## src/rtl/debug_view_engine.sv

```systemverilog
// debug_view_engine: lane-loaded switch word plus manual/auto-scan/freeze probe word viewer
// Ports: clock/reset (sync, active-high); probe_bus flat probe words; select manual index;
// mode 00/11 manual, 01 auto-scan, 10 freeze; load/lane/lane_data edge-triggered lane write;
// ack clears view_changed; switch_word/switch_nonzero user word; view_index/view_word display;
// view_changed sticky flag for a word change under a constant index.
module debug_view_engine #(
  parameter int WORD_WIDTH   = 16,
  parameter int NUM_WORDS    = 32,
  parameter int LANE_WIDTH   = 8,
  parameter int DWELL_CYCLES = 50000000,
  localparam int SEL_W  = $clog2(NUM_WORDS),
  localparam int NLANES = WORD_WIDTH / LANE_WIDTH,
  localparam int LANE_W = NLANES > 1 ? $clog2(NLANES) : 1,
  localparam int CNT_W  = DWELL_CYCLES > 1 ? $clog2(DWELL_CYCLES) : 1
) (
  input  logic                            clock,
  input  logic                            reset,
  input  logic [WORD_WIDTH*NUM_WORDS-1:0] probe_bus,
  input  logic [SEL_W-1:0]                select,
  input  logic [1:0]                      mode,
  input  logic                            load,
  input  logic [LANE_W-1:0]               lane,
  input  logic [LANE_WIDTH-1:0]           lane_data,
  input  logic                            ack,
  output logic [WORD_WIDTH-1:0]           switch_word,
  output logic                            switch_nonzero,
  output logic [SEL_W-1:0]                view_index,
  output logic [WORD_WIDTH-1:0]           view_word,
  output logic                            view_changed
);
  logic [WORD_WIDTH-1:0] words [NUM_WORDS];
  logic [WORD_WIDTH-1:0] sw_n, nword;
  logic [SEL_W-1:0]      next_idx, inc_idx;
  logic [CNT_W-1:0]      cnt;
  logic                  load_q, auto, frz, wrap;
  for (genvar i = 0; i < NUM_WORDS; i++) begin : g_w
    assign words[i] = probe_bus[i*WORD_WIDTH +: WORD_WIDTH];
  end
  assign auto    = mode == 2'b01;
  assign frz     = mode == 2'b10;
  assign wrap    = cnt == CNT_W'(DWELL_CYCLES - 1);
  assign inc_idx = view_index == SEL_W'(NUM_WORDS - 1) ? '0 : view_index + 1'b1;
  assign next_idx = auto ? (wrap ? inc_idx : view_index) :
                    frz  ? view_index :
                    (32'(select) < NUM_WORDS ? select : view_index);
  assign nword = words[next_idx];
  always_comb begin
    sw_n = switch_word;
    for (int i = 0; i < NLANES; i++)
      if (load && !load_q && 32'(lane) == i) sw_n[i*LANE_WIDTH +: LANE_WIDTH] = lane_data;
  end
  always_ff @(posedge clock) begin
    if (reset) begin
      switch_word    <= '0;
      switch_nonzero <= 1'b0;
      view_index     <= '0;
      view_word      <= '0;
      view_changed   <= 1'b0;
      cnt            <= '0;
      load_q         <= 1'b1;
    end else begin
      load_q         <= load;
      switch_word    <= sw_n;
      switch_nonzero <= |sw_n;
      cnt            <= auto && !wrap ? cnt + 1'b1 : '0;
      view_index     <= next_idx;
      if (!frz) view_word <= nword;
      // an index move always clears; a real change beats a coincident ack
      if (next_idx != view_index) view_changed <= 1'b0;
      else if (!frz && nword != view_word) view_changed <= 1'b1;
      else if (ack) view_changed <= 1'b0;
    end
  end
endmodule

```

## config.mk

```make
export PLATFORM = sky130hd
export DESIGN_NAME = debug_view_engine
export DESIGN_NICKNAME = d
export VERILOG_FILES = /design/src/rtl/debug_view_engine.sv
export SDC_FILE = /design/constraint.sdc
export NUM_CORES = 1
export LEC_CHECK = 0
export BUFFER_PORTS_ARGS = -buffer_cell sky130_fd_sc_hd__buf_2
export CORE_AREA = 2 2 224 226
export CTS_BUF_LIST = sky130_fd_sc_hd__clkbuf_4
export DETAILED_ROUTE_END_ITERATION = 10
export DIE_AREA = 0 0 226 228
export MAX_ROUTING_LAYER = met4
export SYNTH_ARGS = -nofsm -noshare
export SYNTH_HDL_FRONTEND = slang
export SYNTH_SLANG_ARGS = --single-unit
```

## constraint.sdc

```tcl
create_clock -name clock -period 4.7 [get_ports clock]
set_input_delay 0.235 -clock clock [delete_from_list [all_inputs] [get_ports clock]]
set_output_delay 0.235 -clock clock [all_outputs]
set_load 0.005 [all_outputs]
```

==> Word level (Yosys, flattened, before mapping) <==
Index checks and enable logic that the tools add are counted.
{ "totals": {"ff_bits": 66, "in_bits": 532, "out_inout_bits": 39, "word_cells": 42} }
{ "classes": {"n_addsub": 2, "order_cmp": 1, "n_eq_ne": 6, "muxes": 11, "bitwise": 3, "reduce_logical": 12} }
{ "op_table": {"columns": ["op", "count"], "rows": [
  ["binary-select mux 16 bit (select 5 bit)", 1],
  ["2-to-1 mux 16 bit", 2],
  ["adder 26 x 1 -> 26 bit, second input constant", 1],
  ["equality test 26 bit, second input constant", 1],
  ["2-to-1 mux 5 bit", 4],
  ["2-to-1 mux 8 bit", 2],
  ["inequality test 16 bit", 1],
  ["OR reduction 16 bit", 1],
  ["greater-or-equal comparator 6 bit, second input constant", 1],
  ["inverter 5 -> 6 bit", 1],
  ["adder 5 x 1 -> 5 bit, second input constant", 1],
  ["equality test 5 bit, second input constant", 1],
  ["logical AND 1 bit", 5],
  ["inequality test 5 bit", 1],
  ["OR reduction 2 bit", 2],
  ["zero test 1 bit", 3],
  ["equality test 2 x 1 -> 1 bit, second input constant", 1],
  ["equality test 2 bit, second input constant", 1],
  ["2-to-1 mux 1 bit", 2],
  ["inverter 1 bit", 2],
  ["nonzero test 2 bit", 1]
]} }

==> Longest topological paths before layout <==
Gate-level depths: netlist of the first run.
{ "depth": {"word_depth": 11, "depth_mapped": 19, "depth_no_buf": 15} }

==> Worst setup path before layout of the first run <==
Ideal clock, no wire load.
{ "synth_timing": {"kind": "reg-to-reg", "from": "register cnt[11]", "to": "register view_changed", "setup_time_ps": 131, "arrival_time_ps": 3666, "required_time_ps": 4569, "slack_ps": 903, "stages_incl_launch_ff": 15, "n_path_buf": 2, "period_less_slack_ps": 3797, "cell_sequence": "dfxtp_1 > or4b_1 > or4_1 > buf_2 > o31a_1 > o31ai_4 > nor4_2 > buf_6 > a32oi_1 > o21ai_1 > o32a_1 > xor2_1 > nand2_1 > a2111oi_2 > a31oi_1"} }
{ "synth_between": {"elab_chain_cells": 10, "elab_cells_between_ends": 13, "cone_classes": "3 x eq/ne; 6 x mux; 1 x bitwise; 3 x reduce/logical"} }
{ "synth_rtl": {"columns": ["element", "line", "text"], "rows": [
  ["start, declared", "34", "logic [CNT_W-1:0] cnt;"],
  ["start signal, assigned", "65", "cnt <= auto && !wrap ? cnt + 1'b1 : '0;"],
  ["equality test 26 bit *", "41", "assign wrap = cnt == CNT_W'(DWELL_CYCLES - 1);"],
  ["2-to-1 mux 5 bit * (2 in a row)", "43", "assign next_idx = auto ? (wrap ? inc_idx : view_index) :"],
  ["inverter 5 -> 6 bit (implied by the code)", "46", "assign nword = words[next_idx];"],
  ["binary-select mux 16 bit (select 5 bit)", "46", null],
  ["2-to-1 mux 16 bit (implied by the code) (2 in a row)", "46", null],
  ["inequality test 16 bit", "70", "else if (!frz && nword != view_word) view_changed <= 1'b1;"],
  ["logical AND 1 bit", "70", null],
  ["2-to-1 mux 1 bit or nonzero test 2 bit (tied branches)", null, null],
  ["end signal, assigned", "69", "if (next_idx != view_index) view_changed <= 1'b0;"],
  ["end signal, assigned", "70", null],
  ["end signal, assigned", "71", "else if (ack) view_changed <= 1'b0;"],
  ["end, declared", "29", "output logic view_changed"]
]} }
Every way passes the cells marked *; elsewhere a longest branch is shown, timed or not. The select of a mux whose other input is x is not followed.
A chain may end at the register's enable or synchronous reset.

==> Final worst setup path of the first run <==
Ends and elaborated chain as after synthesis.

==> impl_metrics.yaml, run 1 <==
worst_setup_path:
  crit_family: "compound AO/OA/AOI/OAI gates"
  cp_cell_sequence: "or4b_1, or4_4, o21ai_4, buf_4, nand2_8, a2111oi_0, a311oi_1, o31ai_1, o22a_1, xor2_1, o2111ai_1, nor4_2, a31oi_1"
  timing.rr.start: "cnt[11]$_SDFF_PP0_"
  arrival_ps: 4850
  path_buf_inv: 1
  cp-end-kind: "register"
  start_kind: "register"
  critPathRequiredTime_ps: 5060
  slowest_delay_ps: 650
  path_max_fanout: 11
  path_class: "register to register"
  ff2ff_setup_slack_ps: 210
  cp-startpoint: "cnt[11]$_SDFF_PP0_"
  crit_slowest_cell: "a2111oi_0"
timing:
  period_needed_ps: 4494
  max-slew-margin-rel_pct: 35.26
  hold_violations: 0
  max_freq_mhz: 222.5
  tightest_slew_ps: 970.1
  skew_ps: 27.32
  whs_ps: 63.73
  slew_violations: 0
  setup_viol: 0
  layout_setup_ws_ps: 205.6
  rsz0062_at_grt: "no"
  period_share_pct: 95.63
global_routing:
  grt_max_degree: 60
  grt_pass1_wl_mm: 81.03
  grt_antenna_before_repair: 13
  grt_overflow: 0
  grt_pass1_vias: 11860
  grt_use_total_pct: 22.43
run:
  maxCapViolCount: 0
placement:
  gp_congestion: 0.9380
  place_worst_setup_slack_ps: -59.79
  portBuffers: 570
  dp_hpwl_mm: 49.31
logic_synthesis:
  async_flop_share_pct: 0
  avgSynthCellArea_sq_um: 6.400
  ys_seq_area_share_pct: 16.33
  synth_compound_gate_area_share_pct: 25.38
  synth_mux_area_share_pct: 6.651
  syn_nets: 1799
  synth_edf_count: 0
  synthFlopType: "dfxtp_1"
  synth_xor_area_share_pct: 4.656
  yosysUniqueCellTypes: 70
  yosys.area_share.simple_pct: 39.38
  synth_adder_area_share_pct: 0.4640
  ys_ff_latch: 66
  yosysWarnings: 0
  synthCells: 1264
  synth_area_sq_um: 8089
  synth_top_family_by_area: "simple AND/OR/NAND/NOR gates"
clock_tree:
  clockBufferDepth: 2
  htreeDepth: 3
  path_clk_slew_ps: 170
  clk_latency_ps: 460
  cts_tree: "yes"
  numCtsBuffers: 9
  cts-root-buf: "clkbuf_4"
  cts.sinks: 66
worst_hold_path:
  hp-class: "input port to register"
  hp-start: "lane_data[7]"
die:
  start_util_pct: 16.39
  dieArea_sq_um: 51530
  rows: 82
  die-height_microns: 228
  core_area_sq_um: 49350
  ios: 571
  die_w_microns: 226
drt:
  avgRoutedWirePerCell_microns: 23.68
  first_iter_violations: 800
  drc: 0
  drtAntennaViolNets: 0
  drt-vias-per-instance: 4.871
  routed_wl_mm: 59.60
  dr.pass1.iters: 5
  vias: 12260
cells_and_area:
  syn2layout_area_growth_pct: 55.17
  final_common_cell: "buf_2"
  multi_input_area_sq_um: 6422
  final_net_count: 2365
  drive_gt1_share_pct: 40.16
  layout_common_cells: "buf_2, nand2_1, nand3_1, buf_4, nor2_1"
  num-fill-cells: 5726
  regArea_sq_um: 1321
power:
  power.leakage_nw: 5.942
  peakVddDrop_mv: 0.1330
  p_per_area_nw_per_um2: 222.3
run_status:
  outcome: "completed"
==> cell families after synthesis <==
logic type | after synthesis
AO/OA/AOI/OAI | 261
XOR/XNOR | 43
multiplexers | 52
buffers and inverters | 127
adder cells (fa/ha/maj) | 3
AND/OR/NAND/NOR | 712
flip-flops | 66
==> worst paths after layout <==
| path | end | depth (start not counted) |
|---|---|---|
| worst max-delay path | view_changed$_SDFFE_PP0P_ | 13 |
| worst min-delay path | switch_word[15]$_SDFF_PP0_ | 3 |
| worst max register to register | view_changed$_SDFFE_PP0P_ | 13 |
| worst min register to register | switch_word[9]$_SDFF_PP0_ | 2 |
==> what timing repair did <==
action / 4_1_cts / 5_1_grt
endpoints found under the hold margin: 1 / 0
pin swaps: 0 / 5
cloned: 0 / 2
setup buffers: 0 / 0
hold buffers: 1 / 0
resized for setup: 3 / 24
setup endpoints to repair: 1 / 1
==> per-layer routing <==
metal  vias up  GRT usage (%)  wire length [microns]
li1       5765              -                      -
met1      5714          26.84                  24080
met2       698          38.67                  28990
met3        84          3.684                   4840
met4         0          5.981                   1683
met5         -              -                      0
==> Yosys cell counts, drive strengths merged, types with 5 or more instances <==
| cell | number | share of area [%] |
|---|---|---|
| nand2 | 388 | 18 |
| nand3 | 117 | 7.2 |
| nor2 | 81 | 3.9 |
| and3 | 71 | 5.5 |
| clkbuf | 68 | 3.2 |
| dfxtp | 66 | 16 |
| buf | 55 | 3.8 |
| a311oi | 53 | 5.7 |
| mux2i | 47 | 5.8 |
| a31oi | 31 | 2.4 |
| xor2 | 26 | 2.8 |
| a21oi | 25 | 1.6 |
| a2111oi | 24 | 2.7 |
| a211oi | 22 | 2.2 |
| a221oi | 21 | 2.3 |
| xnor2 | 17 | 1.8 |
| nand4 | 15 | 1.2 |
| o21ai | 15 | 0.97 |
| o211ai | 12 | 1.1 |
| nor3 | 10 | 0.62 |
| nor4 | 10 | 1.1 |
| a22oi | 7 | 0.71 |
| o31ai | 7 | 0.88 |
| nand2b | 5 | 0.39 |
==> through the flow <==
stage | area, sq um | power [mW] | util, % | std cells | TNS [ps]
3_3_place_gp | 12200 | 2.273 | 24.71 | 2488 | -110.0
5_1_grt | 12540 | 2.961 | 25.42 | 2514 | 0
4_1_cts | 12390 | 2.789 | 25.11 | 2505 | 0
2_1_floorplan | 8089 | 1.423 | - | 1264 | 0
3_5_place_dp | 12200 | 2.268 | 24.71 | 2488 | -59.79
6_report | 12550 | 2.791 | 25.43 | 2517 | 0
==> worst reg2reg max path: stages (launching register included) <==
cell       delay, ps
dfxtp_1          370
or4b_1           610
or4_4            610
o21ai_4          180
buf_4            220
nand2_8          140
a2111oi_0        660
a311oi_1         230
o31ai_1          300
o22a_1           260
xor2_1           220
o2111ai_1        180
nor4_2           290
a31oi_1          100
==> where the power goes <==
| part | internal, mW | leakage (nW) | switching (mW) | total (mW) |
|---|---|---|---|---|
| clock network | 0.225 | 0.0895 | 0.280 | 0.505 |
| registers | 0.590 | 0.539 | 0.0301 | 0.620 |
| logic | 0.681 | 5.31 | 0.985 | 1.67 |
==> registers in the layout, indices dropped and copies added, names as in the netlist <==
| name | flops |
|---|---|
| view_word | 16 |
| view_changed | 1 |
| switch_nonzero | 1 |
| cnt | 26 |
| switch_word | 16 |
| view_index | 5 |
| load_q | 1 |
==> cell type report <==
class	count	share of cell area (%)
Multi-Input combinational cell	1073	51.17
Timing Repair Buffer	676	29.91
Sequential cell	66	10.53
Tap cell	672	6.699
Clock inverter	7	0.8373
Clock buffer	9	0.5383
Antenna cell	10	0.1994
Inverter	4	0.1196
No activity file was read; power rests on OpenSTA's default activity.
==> inputs of run 2 (changes only) <==
CTS_CLUSTER_SIZE = 12   (was default)
clock period = 4.85 ns   (was 4.7 ns; I/O delays follow)
==> run 2 against run 1 <==
  * Final cell count shrank 0.20%
  * Routed wire length shrank 1.4%
  * Clock power shrank 18%
  * First-iteration DRC count grew 6.9%
  * Register-to-register slack gained 20 ps
  * Critical path depth grew 1
  * Global-route usage shrank 0.12 points
  * Power shrank 5.5%
  * Largest cell class unchanged
  * Core utilization shrank 0.056 points
  * Worst setup slack gained 22 ps
  * Hold slack gained 3.7 ps
  * Sequential power shrank 3%
  * Critical path type unchanged
==> impl_metrics.yaml, run 2 (synthesis results as in run 1) <==
cells_and_area:
  largestRegisters: "cnt x26, switch_word x16, view_word x16"
  syn2layout_area_growth_pct: 54.83
  layout_common_cells: "buf_2, nand2_1, nand3_1, buf_4, nor2_1"
  drive_gt1_share_pct: 39.93
  final_common_cell: "buf_2"
  largest_reg_flops: 26
  final_net_count: 2363
  largest-register: "cnt"
  final_util_pct: 25.38
clock_tree:
  clockBufferDepth: 2
  cts.sinks: 66
  clk_latency_ps: 450
  htreeDepth: 3
  cts_tree: "yes"
  cts-root-buf: "clkbuf_4"
  path_clk_slew_ps: 150
  numCtsBuffers: 9
run:
  maxCapViolCount: 0
drt:
  drtAntennaViolNets: 0
  vias: 12330
  avgRoutedWirePerCell_microns: 23.39
  drt-vias-per-instance: 4.907
  routed_wl_mm: 58.75
  dr.pass1.iters: 5
  drc: 0
  first_iter_violations: 855
power:
  power.total_mw: 2.636
  peakVddDrop_mv: 0.1320
  power.leakage_nw: 5.941
  p_per_area_nw_per_um2: 210.5
placement:
  dp_hpwl_mm: 47.55
  gp_congestion: 0.9477
  portBuffers: 570
  place_worst_setup_slack_ps: -206.6
die:
  core_area_sq_um: 49350
  rows: 82
  ios: 571
  start_util_pct: 16.39
  dieArea_sq_um: 51530
  die_w_microns: 226
  die-height_microns: 228
worst_hold_path:
  hold_depth: 3
  hp-class: "input port to register"
  hp-start: "lane_data[6]"
  hold_end: "switch_word[6]$_SDFF_PP0_"
worst_setup_path:
  critPathRequiredTime_ps: 5200
  worstRegToRegCells: 14
  cp-end-kind: "register"
  timing.rr.start: "cnt[11]$_SDFF_PP0_"
  arrival_ps: 4970
  start_kind: "register"
  ff2ff_setup_slack_ps: 230
  rr_endpoint: "view_changed$_SDFFE_PP0P_"
  path_class: "register to register"
  path_max_fanout: 9
timing:
  setup_viol: 0
  max-slew-margin-rel_pct: 23.99
  hold_violations: 0
  rsz0062_at_grt: "no"
  max_freq_mhz: 216.3
  period_needed_ps: 4622
  whs_ps: 67.45
  period_share_pct: 95.31
  tightest_slew_ps: 1140
  skew_ps: 24.43
  layout_setup_ws_ps: 227.7
  slew_violations: 0
  setup_tns_ps: 0
global_routing:
  grt_pass1_vias: 11840
  grt_antenna_before_repair: 12
  grt_max_degree: 69
  grt_use_total_pct: 22.32
  grt_pass1_wl_mm: 80.76
  grt_overflow: 0
run_status:
  outcome: "completed"
-- run 2: per-stage QoR --
step | area (sq um) | std cells
6_report | 12520 | 2512
5_1_grt | 12520 | 2512
4_1_cts | 12310 | 2492
3_5_place_dp | 12120 | 2472
3_3_place_gp | 12110 | 2470
2_1_floorplan | 8089 | 1264
-- run 2: worst max path at each step --
stage,startpoint,endpoint,cells past startpoint
after CTS,cnt[11]$_SDFF_PP0_,view_changed$_SDFFE_PP0P_,14
final,cnt[11]$_SDFF_PP0_,view_changed$_SDFFE_PP0P_,14
after global placement,cnt[11]$_SDFF_PP0_,view_changed$_SDFFE_PP0P_,12
after floorplan,cnt[11]$_SDFF_PP0_,view_changed$_SDFFE_PP0P_,14
after global routing,cnt[11]$_SDFF_PP0_,view_changed$_SDFFE_PP0P_,14
after detailed placement,cnt[11]$_SDFF_PP0_,view_changed$_SDFFE_PP0P_,14
-- run 2: cell type report --
cell class	instances	area, sq um
Tap cell	672	840.8
Multi-Input combinational cell	1073	6391
Timing Repair Buffer	674	3794
Antenna cell	7	17.52
Inverter	4	15.01
Clock inverter	7	77.57
Clock buffer	9	67.56
Sequential cell	66	1321
Fill cell	5634	36830
-- run 2: critical path, cell delays in order (launching register included) --
cell and delay, ps:
dfxtp_1 370, or4b_1 590, nor4_4 440, a21oi_1 190, o311a_1 550, buf_4 260
a2111oi_1 390, a311oi_1 110, a311oi_1 420, buf_4 180, o32a_1 240, xor2_1 160
nand2_1 100, a2111oi_2 380, a31oi_1 120
-- run 2: per-layer routing --
metal	vias to the layer above	track usage (%)	share of wire, %
met5	-	-	0
met4	0	6.209	2.8
met3	85	3.117	7.3
met2	727	38.04	48
met1	5762	27.29	42
li1	5752	-	-
-- run 2: power by group --
group / leakage [nW] / switching (mW) / internal, mW
combinational: 5.33 / 0.953 / 0.665
sequential: 0.539 / 0.0309 / 0.571
clock: 0.0769 / 0.255 / 0.161
total: 5.94 / 1.24 / 1.40
-- run 2: what timing repair did --
item / CTS / global route
hold endpoints to repair: 1 / 0
pin swaps: 2 / 8
gates resized for setup: 2 / 16
endpoints found under the setup margin: 1 / 1
hold buffers: 1 / 0
gates cloned: 1 / 1
buffers inserted: 2 / 12
==> inputs of run 3 (changes only) <==
ABC_AREA = 1   (was default)
CORE_AREA = 2 2 221 223   (was 2 2 224 226)
DIE_AREA = 0 0 223 225   (was 0 0 226 228)
==> run 3 against run 2 <==
  * Area after synthesis is 5.8% higher
  * Maximum frequency up 18%
  * Design area down 4.6%
  * Synthesized cell count is 27% higher
  * Hold slack better by 2.7 ps
  * Register-to-register slack better by 720 ps
  * Power is 4.6% lower
  * Core utilization down 0.24 points
  * Critical path type unchanged
  * Critical endpoint unchanged
==> impl_metrics.yaml, run 3 <==
logic_synthesis:
  ys_seq_area_share_pct: 15.45
  yosysWarnings: 0
  synthCells: 1599
  synth_top_area_share_pct: 40.49
  netlist_top_cells_area: "nand3_1, nand2_1, dfxtp_1"
  synth_top_area_cell: "nand3_1"
  synth_edf_count: 0
  synth_area_sq_um: 8554
  synthFlopType: "dfxtp_1"
  avgSynthCellArea_sq_um: 5.350
  synth.most_common_cell: "nand3_1"
  syn_nets: 2134
  yosysUniqueCellTypes: 35
  ys_ff_latch: 66
  async_flop_share_pct: 0
  synth_commonest_cells: "nand3_1, nand2_1, nor2_1, dfxtp_1, inv_1"
run_status:
  outcome: "completed"
timing:
  rsz0062_at_grt: "no"
  hold_violations: 0
  slew_violations: 0
  period_needed_ps: 3906
  max-slew-margin-rel_pct: 25.78
  setup_tns_ps: 0
  setup_viol: 0
  skew_ps: 23.04
  max_freq_mhz: 256.0
  period_share_pct: 80.54
  tightest_slew_ps: 1113
die:
  die-height_microns: 225
  die_w_microns: 223
  rows: 80
  ios: 571
  core_area_sq_um: 47550
  start_util_pct: 17.99
  dieArea_sq_um: 50180
power:
  sw_frac_of_total_pct: 48.35
  p_int_mw: 1.298
  p_comb_share_pct: 57.9
  power.total_mw: 2.514
  p_switching_mw: 1.216
  peakVddDrop_mv: 0.1208
  p_per_area_nw_per_um2: 210.3
  seqPwrFrac_pct: 23.7
  power.leakage_nw: 6.062
  pwr-share-clk_pct: 18.4
cells_and_area:
  final_common_cell: "nand3_1"
  largest_reg_flops: 26
  largest-register: "cnt"
  largestRegisters: "cnt x26, switch_word x16, view_word x16"
  layout_common_cells: "nand3_1, buf_2, nand2_1, nor2_1, dfxtp_1"
  syn2layout_area_growth_pct: 39.72
  drive_gt1_share_pct: 30.29
  num-fill-cells: 5486
  final_net_count: 2603
drt:
  drt-vias-per-instance: 4.882
  dr.pass1.iters: 5
  drtAntennaViolNets: 0
  first_iter_violations: 969
  avgRoutedWirePerCell_microns: 20.51
  vias: 13200
  drc: 0
  routed_wl_mm: 55.43
clock_tree:
  clk_latency_ps: 440
  cts-root-buf: "clkbuf_4"
  cts_tree: "yes"
  htreeDepth: 3
  cts.sinks: 66
  numCtsBuffers: 9
  path_clk_slew_ps: 150
  ctsHoldBuffers: 1
  clockBufferDepth: 2
  cts_resized: 0
  postCtsSetupRepairBufs: 0
placement:
  dp_hpwl_mm: 43.59
  gp_congestion: 0.9755
  portBuffers: 570
worst_setup_path:
  cp-end-kind: "register"
  path_buf_inv: 1
  path_max_fanout: 180
  start_kind: "register"
  path_class: "register to register"
  cp_cell_sequence: "ha_1, nand2_1, nor2_1, ha_1, nor2_1, nand3_1, nand3_4, buf_12, nand3_1, nand3_1, nand3_1, nand3_1, nand3_1, nand3_1, nand2_1, nor2_1, nand2_1, nor2_1, nand2_1, nand2_1, a21oi_1"
  crit_family: "simple AND/OR/NAND/NOR gates"
  crit_top_cell: "nand3_1"
  crit_slowest_cell: "dfxtp_1"
  slowest_delay_ps: 400
  critPathRequiredTime_ps: 5180
  arrival_ps: 4230
global_routing:
  grt_max_degree: 181
  grt_pass1_vias: 12480
  grt_use_total_pct: 21.71
  grt_pass1_wl_mm: 79.36
  grt_overflow: 0
  grt_antenna_before_repair: 21
run:
  maxCapViolCount: 0
worst_hold_path:
  hp-class: "input port to register"
[run 3: cell count changes in the layout (fill, tap and decap cells not counted), sizes merged, moves of 53 or more]
cell / delta
nand3: +575
nand2: +62
a311oi: -53
buf: -80
inv: +63
and3: -71
[run 3: worst register-to-register path: cells and delay by family (launching register included)]
kind	cells	cell delay [ps]
compound gates	1	60
flops	1	400
simple gates	17	2530
buf+inv	1	400
fa+ha+maj	2	440
[run 3: worst paths after layout]
path / start / end / slack [ps] / depth (start not counted)
setup / recovery: view_index[0]$_SDFF_PP0_ / view_changed$_SDFFE_PP0P_ / 940 / 21
hold / removal: lane_data[1] / switch_word[9]$_SDFF_PP0_ / 70 / 3
setup reg to reg: view_index[0]$_SDFF_PP0_ / view_changed$_SDFFE_PP0P_ / 940 / 21
hold reg to reg: cnt[0]$_SDFF_PP0_ / cnt[0]$_SDFF_PP0_ / 450 / 1
[run 3: final cells by class]
type / count / area, sq um / area share (%)
repair buffers: 594 / 3123 / 26.13
clock buffers: 9 / 67.56 / 0.5653
well taps: 615 / 769.5 / 6.438
diodes: 15 / 37.54 / 0.3140
flip-flops and latches: 66 / 1321 / 11.05
inverters: 70 / 267.8 / 2.240
clock inverters: 7 / 100.1 / 0.8374
multi-input cells: 1327 / 6266 / 52.42
[run 3: routing by layer]
metal	part of all wire [%]	track usage [%]	up-vias
met4	2.8	5.521	0
met3	7.6	4.355	107
met5	0	-	-
li1	-	-	6403
met2	47	35.49	615
met1	43	27.36	6072
[run 3: cell families (layout without fill, tap and decap cells)]
family | Yosys count | in the layout | synth area share (%)
mux | 16 | 16 | 1.872
compound gates | 64 | 64 | 4.403
fa+ha+maj | 3 | 3 | 0.4388
other cells | 0 | 15 | 0
flops | 66 | 66 | 15.45
simple gates | 1239 | 1239 | 65.54
buf+inv | 206 | 680 | 11.79
xor+xnor | 5 | 5 | 0.5119
[run 3: per-stage QoR]
stage          instance area (sq um)  instances  utilization (%)  hold slack [ps]  setup slack (ps)
6_report                       11950       2703            25.14            70.12             943.8
5_1_grt                        11950       2701            25.13            51.93             508.8
4_1_cts                        11920       2688            25.06            32.53             910.0
3_5_place_dp                   11740       2671            24.69            438.8             886.6
3_3_place_gp                   11740       2671            24.69            437.5             865.0
2_1_floorplan                   8554       1599                -            350.4              2219
[run 3: power groups by stage]
| stage | registers [mW] | clock network [mW] | logic [mW] |
|---|---|---|---|
| after detailed placement | 0.608 | 0 | 1.47 |
| after CTS | 0.597 | 0.489 | 1.47 |
| final | 0.596 | 0.463 | 1.46 |
| after global routing | 0.601 | 0.514 | 1.62 |
| after floorplan | 0.602 | 0 | 0.852 |
| after global placement | 0.609 | 0 | 1.48 |
